## config.mk

```make
export PLATFORM = sky130hd
export DESIGN_NAME = slt2_flat
export DESIGN_NICKNAME = d
export VERILOG_FILES = /design/src/rtl/slt2_if.sv /design/src/rtl/slt2.sv /design/src/flat_wrapper.sv
export SDC_FILE = /design/constraint.sdc
export NUM_CORES = 1
export LEC_CHECK = 0
export CAP_MARGIN = 40
export CORE_ASPECT_RATIO = 1.75
export CORE_UTILIZATION = 40
export CTS_CLUSTER_SIZE = 10
export DETAILED_ROUTE_END_ITERATION = 10
export HOLD_SLACK_MARGIN = 0.1
export PLACE_DENSITY_LB_ADDON = 0.25
export SLEW_MARGIN = 30
export SYNTH_ARGS = -nofsm -noshare
export SYNTH_HDL_FRONTEND = slang
export SYNTH_SLANG_ARGS = --single-unit
export TNS_END_PERCENT = 5
```

## constraint.sdc

```tcl
create_clock -name clk -period 1.08 [get_ports clk]
set_input_delay 0.216 -clock clk [delete_from_list [all_inputs] [get_ports clk]]
set_output_delay 0.216 -clock clk [all_outputs]
set_load 0.05 [all_outputs]
```

## src/rtl/slt2_if.sv

```systemverilog
// Operand/result bundle for the registered shift-left unit.
// master drives the operand side, slave (the shifter) drives the result side.
interface slt2_if #(
    parameter int WIDTH = 32,
    parameter int SHIFT = 2
) ();
    logic             in_valid;
    logic [WIDTH-1:0] a;
    logic             out_valid;
    logic [WIDTH-1:0] y;
    logic [SHIFT-1:0] lost_bits;
    logic             ovf;

    modport master (
        output in_valid, a,
        input  out_valid, y, lost_bits, ovf
    );

    modport slave (
        input  in_valid, a,
        output out_valid, y, lost_bits, ovf
    );
endinterface

```

## src/rtl/slt2.sv

```systemverilog
// Registered shift-left-by-SHIFT: word offset to byte offset for branch targets.
// Reports the bits pushed out and whether the signed value no longer fits.
module slt2 #(
    parameter int WIDTH = 32,
    parameter int SHIFT = 2
) (
    input  logic  clk,
    input  logic  reset,
    slt2_if.slave bus
);
    logic [SHIFT:0] top_bits;
    logic           ovf_nxt;

    // The kept sign bit plus every bit shifted out must agree for the result to fit.
    assign top_bits = bus.a[WIDTH-1 -: SHIFT+1];
    assign ovf_nxt  = !((top_bits == '0) || (top_bits == '1));

    // Data registers only load under in_valid, so an X operand while idle never reaches y.
    always_ff @(posedge clk or posedge reset) begin
        if (reset) begin
            bus.out_valid <= 1'b0;
            bus.y         <= '0;
            bus.lost_bits <= '0;
            bus.ovf       <= 1'b0;
        end else begin
            bus.out_valid <= bus.in_valid;
            if (bus.in_valid) begin
                bus.y         <= {bus.a[WIDTH-SHIFT-1:0], {SHIFT{1'b0}}};
                bus.lost_bits <= bus.a[WIDTH-1 -: SHIFT];
                bus.ovf       <= ovf_nxt;
            end
        end
    end
endmodule

```

## src/flat_wrapper.sv

```systemverilog
// flat-port wrapper written by rule: the top's interface ports become plain ports
module slt2_flat 
#(
    parameter int WIDTH = 32,
    parameter int SHIFT = 2
)
  (clk, reset, bus_in_valid, bus_a, bus_out_valid, bus_y, bus_lost_bits, bus_ovf);
  slt2_if #(.WIDTH(WIDTH), .SHIFT(SHIFT)) bus_i ();
  input  logic clk;
  input  logic reset;
  input wire logic [$bits(bus_i.in_valid)-1:0] bus_in_valid;
  input wire logic [$bits(bus_i.a)-1:0] bus_a;
  output wire logic [$bits(bus_i.out_valid)-1:0] bus_out_valid;
  output wire logic [$bits(bus_i.y)-1:0] bus_y;
  output wire logic [$bits(bus_i.lost_bits)-1:0] bus_lost_bits;
  output wire logic [$bits(bus_i.ovf)-1:0] bus_ovf;
  assign bus_i.in_valid = bus_in_valid;
  assign bus_i.a = bus_a;
  assign bus_out_valid = bus_i.out_valid;
  assign bus_y = bus_i.y;
  assign bus_lost_bits = bus_i.lost_bits;
  assign bus_ovf = bus_i.ovf;
  slt2 #(.WIDTH(WIDTH), .SHIFT(SHIFT)) u_core (.clk(clk), .reset(reset), .bus(bus_i));
endmodule
```

* Word-level counts from Yosys, hierarchy flattened
Index checks and enable logic that the tools add are counted.
** Storage, ports and cells
- Register bits :: 34
- Bits in latches :: 0
- Memory bits (writable) :: 0
- ROM bits :: 0
- Output and inout bits :: 36
- Word-level logic and storage cells :: 8
- Memories :: 0
** Cells by class
- Add/subtract/negate cells :: 0
- Multipliers :: 0
- Div/mod/pow operators :: 0
- Magnitude comparators :: 0
- Eq/ne operators :: 1
- Shift-type cells :: 0
- Mux-type cells :: 0
- Bitwise operators :: 0
- Reductions and logical operators :: 3
** Operator list (number)
- $eq 3x3->1 const B :: 1
- $logic_not 3->1 :: 1
- $logic_not 1->1 :: 1
- $logic_or 1x1->1 :: 1

* Logic depth before layout (Yosys ltp)
Gate-level depths: netlist of the first run.
- Word-level depth :: 3
- Depth in mapped cells :: 4
- Depth with buffers taken out :: 2

* Least setup slack after synthesis of the first run
Ideal clock, no wire load.
- Path kind :: flip-flop to flip-flop
- From :: reg, netlist name u_core.bus.lost_bits[0]
- To :: reg u_core.bus.lost_bits[0]
- Arrival time :: 0.869 ns
- Setup slack :: 0.086 ns
- Stages on the path, launching flop included :: 2
- Buffers on the path :: 0
- Path through :: dfrtp_1 > mux2_4
** RTL lines
- end signal, assigned :: RTL line slt2.sv:29 : bus.lost_bits <= bus.a[WIDTH-1 -: SHIFT];
- end, declared :: RTL line slt2_if.sv:21 : output out_valid, y, lost_bits, ovf

* Final worst setup path of the first run
- From :: reg u_core.bus.lost_bits[0]
- To :: out bus_lost_bits[0]
** RTL lines
- end, declared :: RTL line flat_wrapper.sv:15 : output wire logic [$bits(bus_i.lost_bits)-1:0] bus_lost_bits;
No word-level cell between the ends.

==> flow_summary.yaml, run 1 <==
critical_path:
  slowest_delay_ns: 0.43
  worst_ep_arrival_time_ns: 0.87
  critPathLaunch: "u_core.bus.lost_bits[0]$_DFFE_PP0P_"
  critPathBufInv: 1
  critPathCaptureType: "output pin"
  cpMaxStageDelayCell: "dfrtp_1"
  startpoint_type: "flop"
  r2r_slack_ns: 0.14
  rr_worst_depth: 2
  path_cells: "buf_12"
  cp_max_fo: 2
  worstPathRequired_ns: 0.86
  reg2reg_to: "u_core.bus.y[20]$_DFFE_PP0P_"
  critPathTopFamily: "flip-flops"
  cp-endpoint: "bus_lost_bits[0]"
  r2r_start: "u_core.bus.y[20]$_DFFE_PP0P_"
  crit_type: "reg2out"
  cp.depth: 1
floorplan:
  start_util_pct: 42.4
  die_width_um: 47.4
  die_area_um2: 3860
  core_um2: 3400
  rows: 28
  boundaryPins: 71
  fp.dieH_um: 81.4
clock_tree:
  clk_latency_ns: 0.27
  htreeDepth: 2
  cts_hold_buf: 0
  cts_made_buffers: 5
  clk_path_buf_depth: 2
  clk_pin_slew_worst_paths_ns: 0.07
  cts_root_buffer: "clkbuf_8"
  cts_tree: "yes"
  clock-sinks: 34
timing:
  setup_slack_ns: -0.00171
  period_share_pct: 100
  drv_slew: 0
  period_needed_ns: 1.08
  hold_violations: 0
  max_freq_ghz: 0.924
  rsz0062_at_grt: "true"
  skew_ns: 0
  setup_viol: 1
synth:
  synth_seq_cells: 34
  yosysTopAreaCell: "dfrtp_1"
  synth.avg_cell_area_um2: 18.5
  synth_top_cells_by_area: "dfrtp_1 (59%), mux2_4 (30%), buf_12 (4.2%)"
  netlist_area_um2: 1440
  yosysWarnings: 0
  syn_inst: 78
  synth.top_cell.area_share_pct: 59.0
  synth-seq-area-share_pct: 59.0
  synthDistinctLibCells: 12
status:
  violations: "setup timing"
  status: "finished with violations"
global_routing:
  antenna_found_initial: 0
  grt_max_degree: 35
  grt_remaining_overflow: 0
  grt_pass1_vias: 1040
  gr-usage-all-layers_pct: 18.8
  grt_pass1_wl_um: 5080
pwr:
  switchingPower_mw: 1.24
  p_clk_share_pct: 24.2
  total_power_mw: 3.93
  ir_worst_vdd_mv: 1.07
  p_sw_share_pct: 31.4
  pwr_density_cell_nw_per_um2: 1510
  p_leak_nw: 1.21
  comb_power_share_pct: 36.4
  p_int_mw: 2.70
  pwr-share-seq_pct: 39.3
layout:
  fin_nets: 189
  fillers: 195
  antennaDiodeCount: 0
  area_delta_synth_final_pct: 81.0
  final_cell_mix: "buf_12 (37), dfrtp_1 (34), clkdlybuf4s50_1 (33)"
  fin_util_pct: 76.8
  final_common_cell: "buf_12"
  drive_above_1_share_pct: 52.9
route:
  drcViolationCount: 0
  postRouteAntennaNets: 0
  num_vias: 908
  initialDrtViolationCount: 10
  routed_wl_um: 3220
  wl_per_cell_um: 16.1
  vias_per_cell: 4.54
  firstDrtPassIters: 4
worst_hold_path:
  whs_path_depth: 2
  hp-class: "in2reg"
place:
  gp_congestion: 0.664
  dp_hpwl_um: 2480
  port_buffers: 68
flow_run:
  cap_violations: 0
==> cells in the mapped netlist <==
cell	instances
buf_12	3
nor4b_1	1
buf_4	2
nor3_1	1
nor2_1	1
inv_1	1
and4_2	1
dfrtp_1	34
mux2_4	29
mux2_2	3
buf_6	1
conb_1	1
==> how the worst min path moves through the flow <==
stage                                      startpoint                        endpoint  slack [ns]
after detailed placement  u_core.bus.y[5]$_DFFE_PP0P_     u_core.bus.y[5]$_DFFE_PP0P_        0.56
after global routing                     bus_in_valid  u_core.bus.out_valid$_DFF_PP0_        0.28
final                                    bus_in_valid  u_core.bus.out_valid$_DFF_PP0_        0.28
after floorplan                          bus_in_valid  u_core.bus.out_valid$_DFF_PP0_        0.25
after global placement                   bus_in_valid  u_core.bus.out_valid$_DFF_PP0_        0.55
after CTS                                bus_in_valid  u_core.bus.out_valid$_DFF_PP0_        0.28
==> per-stage QoR <==
step	cell area, um^2	setup slack, ns	setup TNS (ns)	std cells	hold WS (ns)
6_report	2610	-0.00171	-0.00171	200	0.285
2_1_floorplan	1450	0.0857	0	79	0.247
3_3_place_gp	2500	-0.0767	-0.0767	190	0.555
3_5_place_dp	2500	-0.159	-0.159	190	0.559
4_1_cts	2610	-0.00820	-0.0429	200	0.280
5_1_grt	2610	-0.0276	-0.374	200	0.281
==> flip-flops by register name, summed over array words and instances (netlist names) <==
name	flops
u_core.bus.y	30
u_core.bus.lost_bits	2
u_core.bus.out_valid	1
u_core.bus.ovf	1
==> cell families (layout without fill, tap and decap cells) <==
| kind of cell | Yosys count | in the layout | share of synthesized area (%) |
|---|---|---|---|
| buf+inv | 7 | 83 | 6.25 |
| simple gates | 4 | 4 | 1.91 |
| flops | 34 | 34 | 59.0 |
| mux | 32 | 32 | 32.6 |
| other cells | 1 | 2 | 0.260 |
==> power by group through the flow <==
| stage | logic, mW | registers, mW | clock network, mW |
|---|---|---|---|
| floorplan | 0.289 | 1.93 | 0 |
| global placement | 1.41 | 1.56 | 0 |
| detailed placement | 1.43 | 1.57 | 0 |
| CTS | 1.45 | 1.55 | 0.987 |
| global route | 1.49 | 1.56 | 1.03 |
| finish | 1.43 | 1.55 | 0.952 |
==> cell type report <==
type,instances,area (um^2),area share (%)
clock buffers,6,82.6,3.17
clock inverters,2,12.5,0.480
flip-flops and latches,34,851,32.6
well taps,45,56.3,2.16
repair buffers,74,1100,42.1
inverters,1,3.75,0.144
multi-input cells,38,504,19.3
==> routing by layer <==
metal	vias to the layer above	GRT usage [%]	share of wire, %
met2	40	33.4	61
met5	-	0	0
met1	447	20.7	33
met4	0	6.86	1.4
met3	6	4.18	4.8
li1	415	-	-
==> timing repair <==
action                                 4_1_cts  5_1_grt
buffers inserted                             2        0
endpoints found under the hold margin        0        0
gates cloned                                 0        0
setup endpoints to repair                   10       29
resized for setup                            0        0
(Power assumes the default switching activity.)
==> run 2: changes to the inputs <==
--- a/config.mk
+++ b/config.mk
@@ -5,11 +5,14 @@
 export SDC_FILE = /design/constraint.sdc
 export NUM_CORES = 1
 export LEC_CHECK = 0
+export ABC_AREA = 1
 export CAP_MARGIN = 40
 export CORE_ASPECT_RATIO = 1.75
-export CORE_UTILIZATION = 40
+export CORE_UTILIZATION = 38
+export CTS_CLUSTER_DIAMETER = 60
 export CTS_CLUSTER_SIZE = 10
 export DETAILED_ROUTE_END_ITERATION = 10
+export GPL_TIMING_DRIVEN = 0
 export HOLD_SLACK_MARGIN = 0.1
 export PLACE_DENSITY_LB_ADDON = 0.25
 export SLEW_MARGIN = 30
==> run 2 against run 1 <==
The flow now finishes without violations. Power decreased by 15%. Sequential power down 5%. Maximum frequency grew 2.2%. Die area is 4.6% lower. Utilization decreased by 9.4 points. Global-route usage grew 0.35 points. Largest cell class is now registers. Largest power group unchanged.
==> flow_summary.yaml, run 2 <==
timing:
  setup_viol: 0
  tightestPinTransition_ns: 0.670
  max_freq_ghz: 0.944
  setup_slack_ns: 0.0211
  period_needed_ns: 1.06
  hold_violations: 0
  rsz0062_at_grt: "true"
  timing.hold.ws_ns: 0.161
  relSlewSlack_pct: 55.3
  drv_slew: 0
  skew_ns: 0
  period_share_pct: 98.0
global_routing:
  gr-usage-all-layers_pct: 19.2
  antenna_found_initial: 0
  grt_remaining_overflow: 0
  grt_pass1_vias: 1224
  grt_max_degree: 35
  grt_pass1_wl_um: 4980
pwr:
  comb_power_share_pct: 29.7
  p_sw_share_pct: 32.6
  switchingPower_mw: 1.10
  ir_worst_vdd_mv: 1.21
  pwr-share-seq_pct: 43.7
  pwr_density_cell_nw_per_um2: 1550
  total_power_mw: 3.36
  p_int_mw: 2.26
  p_leak_nw: 1.15
  p_clk_share_pct: 26.6
place:
  dp_slack_ns: -0.279
  dp_hpwl_um: 2380
  gp_congestion: 0.721
  port_buffers: 68
synth:
  yosysTopAreaCell: "dfrtp_1"
  synth.avg_cell_area_um2: 8.75
  yosys.area_share.simple_pct: 28.6
  synth-adder-area-share_pct: 0
  synth_seq_cells: 34
  yosysWarnings: 0
  synth-seq-area-share_pct: 65.3
  synth_edf_count: 0
  synthArstFlopShare_pct: 100
  yosysMostFrequentCell: "nand2_1"
  synth_top_cells_by_area: "dfrtp_1 (65%), nand2_1 (28%), buf_2 (1.9%)"
  synth-main-ff-cell: "dfrtp_1"
  netlist_area_um2: 1300
  synth_xor_area_share_pct: 0
  synth_compound_area_share_pct: 0.768
  syn_inst: 149
  synthDistinctLibCells: 10
  synth.top_cell.area_share_pct: 65.3
  muxShareOfSynthArea_pct: 0
  synth_top_family_by_area: "simple AND/OR/NAND/NOR gates"
  ys_top_cells_by_count: "nand2_1 (97), dfrtp_1 (34), buf_2 (5)"
layout:
  max_flop_register: "u_core.bus.y"
  antennaDiodeCount: 0
  fin_nets: 260
  area_delta_synth_final_pct: 65.9
  multi_input_area_um2: 390
  final_common_cell: "nand2_1"
  fillers: 265
  drive_above_1_share_pct: 22.3
  largest_register_ffs: 30
  final_cell_mix: "nand2_1 (97), dfrtp_1 (34), clkdlybuf4s50_1 (33)"
  seqCellArea_um2: 851
  reg_top3: "u_core.bus.y: 30 flops, u_core.bus.lost_bits: 2 flops"
critical_path:
  r2r_slack_ns: 0.41
  critPathBufInv: 1
  worstPathRequired_ns: 0.86
  reg2reg_to: "u_core.bus.ovf$_DFFE_PP0P_"
  crit_type: "reg2out"
  slowest_delay_ns: 0.37
  path_cells: "buf_4"
  worst_ep_arrival_time_ns: 0.84
  critPathCaptureType: "output pin"
  critPathTopFamily: "flip-flops"
  r2r_start: "u_core.bus.ovf$_DFFE_PP0P_"
  cp_max_fo: 2
  startpoint_type: "flop"
  rr_worst_depth: 2
  cpMaxStageDelayCell: "dfrtp_1"
clock_tree:
  clk_pin_slew_worst_paths_ns: 0.06
  cts_hold_buf: 0
  clk_path_buf_depth: 2
  cts_root_buffer: "clkbuf_8"
  clock-sinks: 34
  cts_tree: "yes"
  cts_resized: 219
  htreeDepth: 2
  post_cts_buffers: 0
  cts_made_buffers: 5
  clk_latency_ns: 0.28
floorplan:
  fp.dieH_um: 79.5
  die_width_um: 46.3
  rows: 27
  boundaryPins: 71
  core_um2: 3210
  start_util_pct: 40.6
  die_area_um2: 3680
route:
  firstDrtPassIters: 4
  vias_per_cell: 4.42
  num_vias: 1181
  highest_layer: "met4"
  initialDrtViolationCount: 17
  wl_met3_um: 227
  wl_per_cell_um: 11.6
  routed_wl_um: 3100
  wl_met2_um: 1690
  wl_met1_um: 1110
  drcViolationCount: 0
  postRouteAntennaNets: 0
status:
  status: "finished clean"
worst_hold_path:
  min_to: "u_core.bus.out_valid$_DFF_PP0_"
  hp-class: "in2reg"
  whs_path_depth: 1
  hold_start: "bus_in_valid"
flow_run:
  cap_violations: 0
run 2: changes by cell type after synthesis, sizes merged:
cell   previous run  this run
and4              1         0
buf               6         8
inv               1         5
mux2             32         0
nand2             0        97
nand3             0         1
nor3              1         0
nor4b             1         0
o21ai             0         2
run 2: power groups by stage:
stage / Sequential, mW / Clock [mW] / Combinational (mW)
2_1_floorplan: 1.87 / 0 / 0.172
3_3_place_gp: 1.46 / 0 / 0.964
3_5_place_dp: 1.47 / 0 / 0.979
4_1_cts: 1.46 / 0.922 / 0.973
5_1_grt: 1.48 / 0.960 / 1.06
6_report: 1.47 / 0.891 / 0.997
run 2: layout make-up:
type / instances / share of cell area [%]
plain buffers: 8 / 2.43
clock buffers: 6 / 3.82
inverters: 5 / 0.868
multi-input cells: 103 / 18.0
flip-flops and latches: 34 / 39.3
well taps: 43 / 2.49
repair buffers: 68 / 33.0
run 2: how the worst max path moves through the flow:
stage | startpoint | to | slack [ns] | cells after the start
3_3_place_gp | reset | u_core.bus.y[27]$_DFFE_PP0P_ | -0.62 | 2
3_5_place_dp | u_core.bus.y[29]$_DFFE_PP0P_ | bus_y[29] | -0.28 | 1
6_report | u_core.bus.y[4]$_DFFE_PP0P_ | bus_y[4] | 0.02 | 1
5_1_grt | u_core.bus.y[17]$_DFFE_PP0P_ | bus_y[17] | -0.005 | 1
4_1_cts | u_core.bus.ovf$_DFFE_PP0P_ | bus_ovf | 0.0008 | 1
2_1_floorplan | reset | u_core.bus.lost_bits[0]$_DFFE_PP0P_ | 0.12 | 1
run 2: logic make-up after synthesis:
family,Yosys count
and+or+nand+nor,99
buffers and inverters,13
other,1
AOI/OAI and AO/OA,2
DFF,34
run 2: stage by stage:
stage          util (%)  TNS [ns]  instance area (um^2)  cells
2_1_floorplan         -         0                  1310    150
3_3_place_gp       63.6    -36.39                  2040    261
3_5_place_dp       63.6    -18.79                  2040    261
4_1_cts            65.3         0                  2100    267
5_1_grt            67.4  -0.00642                  2160    267
6_report           67.4         0                  2160    267
run 2: metal layers:
metal | vias to the layer above | GRT usage (%)
met4 | 0 | 10.3
met5 | - | 0
met1 | 539 | 18.5
met2 | 50 | 33.8
met3 | 7 | 5.88
li1 | 585 | -
==> run 3: changes to the inputs <==
--- a/config.mk
+++ b/config.mk
@@ -6,7 +6,7 @@
 export NUM_CORES = 1
 export LEC_CHECK = 0
 export ABC_AREA = 1
-export CAP_MARGIN = 40
+export CAP_MARGIN = 30
 export CORE_ASPECT_RATIO = 1.75
 export CORE_UTILIZATION = 38
 export CTS_CLUSTER_DIAMETER = 60
@@ -14,6 +14,7 @@
 export DETAILED_ROUTE_END_ITERATION = 10
 export GPL_TIMING_DRIVEN = 0
 export HOLD_SLACK_MARGIN = 0.1
+export MAX_ROUTING_LAYER = met4
 export PLACE_DENSITY_LB_ADDON = 0.25
 export SLEW_MARGIN = 30
 export SYNTH_ARGS = -nofsm -noshare
==> run 3 against run 2 <==
Combinational power barely moved. Via count did not move. Register-to-register slack barely moved. Critical path type unchanged. Non-clock buffer count did not move. Largest power group unchanged. Design area did not move. Utilization did not move.
==> flow_summary.yaml, run 3 (synthesis gave the netlist of run 2 again) <==
pwr:
  pwr_density_cell_nw_per_um2: 1550
  p_clk_share_pct: 26.6
  pwr-share-seq_pct: 43.7
  comb_power_share_pct: 29.7
  switchingPower_mw: 1.10
  p_int_mw: 2.26
  p_leak_nw: 1.15
  p_sw_share_pct: 32.6
  ir_worst_vdd_mv: 1.21
floorplan:
  core_um2: 3210
  fp.dieH_um: 79.5
  die_width_um: 46.3
  die_area_um2: 3680
  start_util_pct: 40.6
  rows: 27
  boundaryPins: 71
layout:
  fin_util_pct: 67.4
  final_cell_mix: "nand2_1 (97), dfrtp_1 (34), clkdlybuf4s50_1 (33)"
  reg_top3: "u_core.bus.y: 30 flops, u_core.bus.lost_bits: 2 flops"
  antennaDiodeCount: 0
  area_delta_synth_final_pct: 65.9
  largest_register_ffs: 30
  final_area_um2: 2160
  final_common_cell: "nand2_1"
  max_flop_register: "u_core.bus.y"
  drive_above_1_share_pct: 22.3
  fin_nets: 260
flow_run:
  cap_violations: 0
global_routing:
  grt_max_degree: 35
  grt.busiest_layer: "met2"
  grtUsageMet3_pct: 5.43
  antenna_found_initial: 0
  grt_pass1_vias: 1223
  use_met1_pct: 18.8
  gr-usage-all-layers_pct: 19.6
  grt_pass1_wl_um: 4990
  grtUsageMet2_pct: 33.8
  grt_remaining_overflow: 0
route:
  routed_wl_um: 3100
  num_vias: 1181
  postRouteAntennaNets: 0
  wl_per_cell_um: 11.6
  drcViolationCount: 0
  firstDrtPassIters: 4
  vias_per_cell: 4.42
  initialDrtViolationCount: 23
critical_path:
  critPathCaptureType: "output pin"
  critPathBufInv: 1
  cpMaxStageDelayCell: "dfrtp_1"
  slowest_delay_ns: 0.37
  path_cells: "buf_4"
  worstPathRequired_ns: 0.86
  crit_type: "reg2out"
  cp_max_fo: 2
  startpoint_type: "flop"
  worst_ep_arrival_time_ns: 0.84
  critPathTopFamily: "flip-flops"
worst_hold_path:
  hp-class: "in2reg"
clock_tree:
  post_cts_buffers: 0
  htreeDepth: 2
  clk_latency_ns: 0.28
  clock-sinks: 34
  clk_path_buf_depth: 2
  clk_pin_slew_worst_paths_ns: 0.06
  cts_root_buffer: "clkbuf_8"
  cts_made_buffers: 5
  cts_tree: "yes"
  cts_hold_buf: 0
timing:
  hold_violations: 0
  timing.hold.ws_ns: 0.161
  max_freq_ghz: 0.944
  period_needed_ns: 1.06
  drv_slew: 0
  rsz0062_at_grt: "true"
  setup_slack_ns: 0.0212
  setup_viol: 0
  fin_tns_setup_ns: 0
  skew_ns: 0
  tightestPinTransition_ns: 0.669
  period_share_pct: 98.0
  relSlewSlack_pct: 55.3
status:
  status: "finished clean"
place:
  gp_congestion: 0.729
  dp_slack_ns: -0.279
  port_buffers: 68
  place_area_um2: 2040
  dp_hpwl_um: 2380
==> run 3: timing repair <==
action / CTS / global route
endpoints found under the hold margin: 0 / 0
gates resized for setup: 219 / 19
endpoints found under the setup margin: 34 / 47
==> run 3: layer usage <==
layer / vias to the layer above / part of all wire (%)
li1: 585 / -
met1: 539 / 36
met2: 50 / 55
met3: 7 / 6.9
met4: 0 / 2.5
met5: - / 0
==> run 3: stage by stage <==
| step | total power, mW | std cells |
|---|---|---|
| 6_report | 3.36 | 267 |
| 5_1_grt | 3.50 | 267 |
| 4_1_cts | 3.35 | 267 |
| 3_5_place_dp | 2.45 | 261 |
| 3_3_place_gp | 2.43 | 261 |
| 2_1_floorplan | 2.04 | 150 |
==> run 3: cell type report <==
| class | count | area (um^2) |
|---|---|---|
| flip-flops and latches | 34 | 851 |
| inverters | 5 | 18.8 |
| multi-input cells | 103 | 390 |
| clock buffers | 6 | 82.6 |
| repair buffers | 68 | 714 |
| fillers | 265 | 1050 |
| well taps | 43 | 53.8 |
| plain buffers | 8 | 52.6 |
==> run 3: power groups by stage <==
stage / sequential [mW] / combinational (mW) / clock (mW)
after floorplan: 1.87 / 0.172 / 0
after global routing: 1.48 / 1.06 / 0.960
final: 1.47 / 0.997 / 0.891
after detailed placement: 1.47 / 0.979 / 0
after global placement: 1.46 / 0.964 / 0
after CTS: 1.46 / 0.973 / 0.922
==> run 3: worst paths after layout <==
check                                            start                             end  slack (ns)  cells after the start
setup / recovery           u_core.bus.y[4]$_DFFE_PP0P_                        bus_y[4]        0.02                      1
hold / removal                            bus_in_valid  u_core.bus.out_valid$_DFF_PP0_        0.16                      1
setup reg to reg            u_core.bus.ovf$_DFFE_PP0P_      u_core.bus.ovf$_DFFE_PP0P_        0.41                      2
hold reg to reg            u_core.bus.y[2]$_DFFE_PP0P_     u_core.bus.y[2]$_DFFE_PP0P_        0.47                      2
max in group asynchronous                        reset    u_core.bus.y[25]$_DFFE_PP0P_        0.29                      2
min in group asynchronous                        reset    u_core.bus.y[12]$_DFFE_PP0P_        0.36                      2
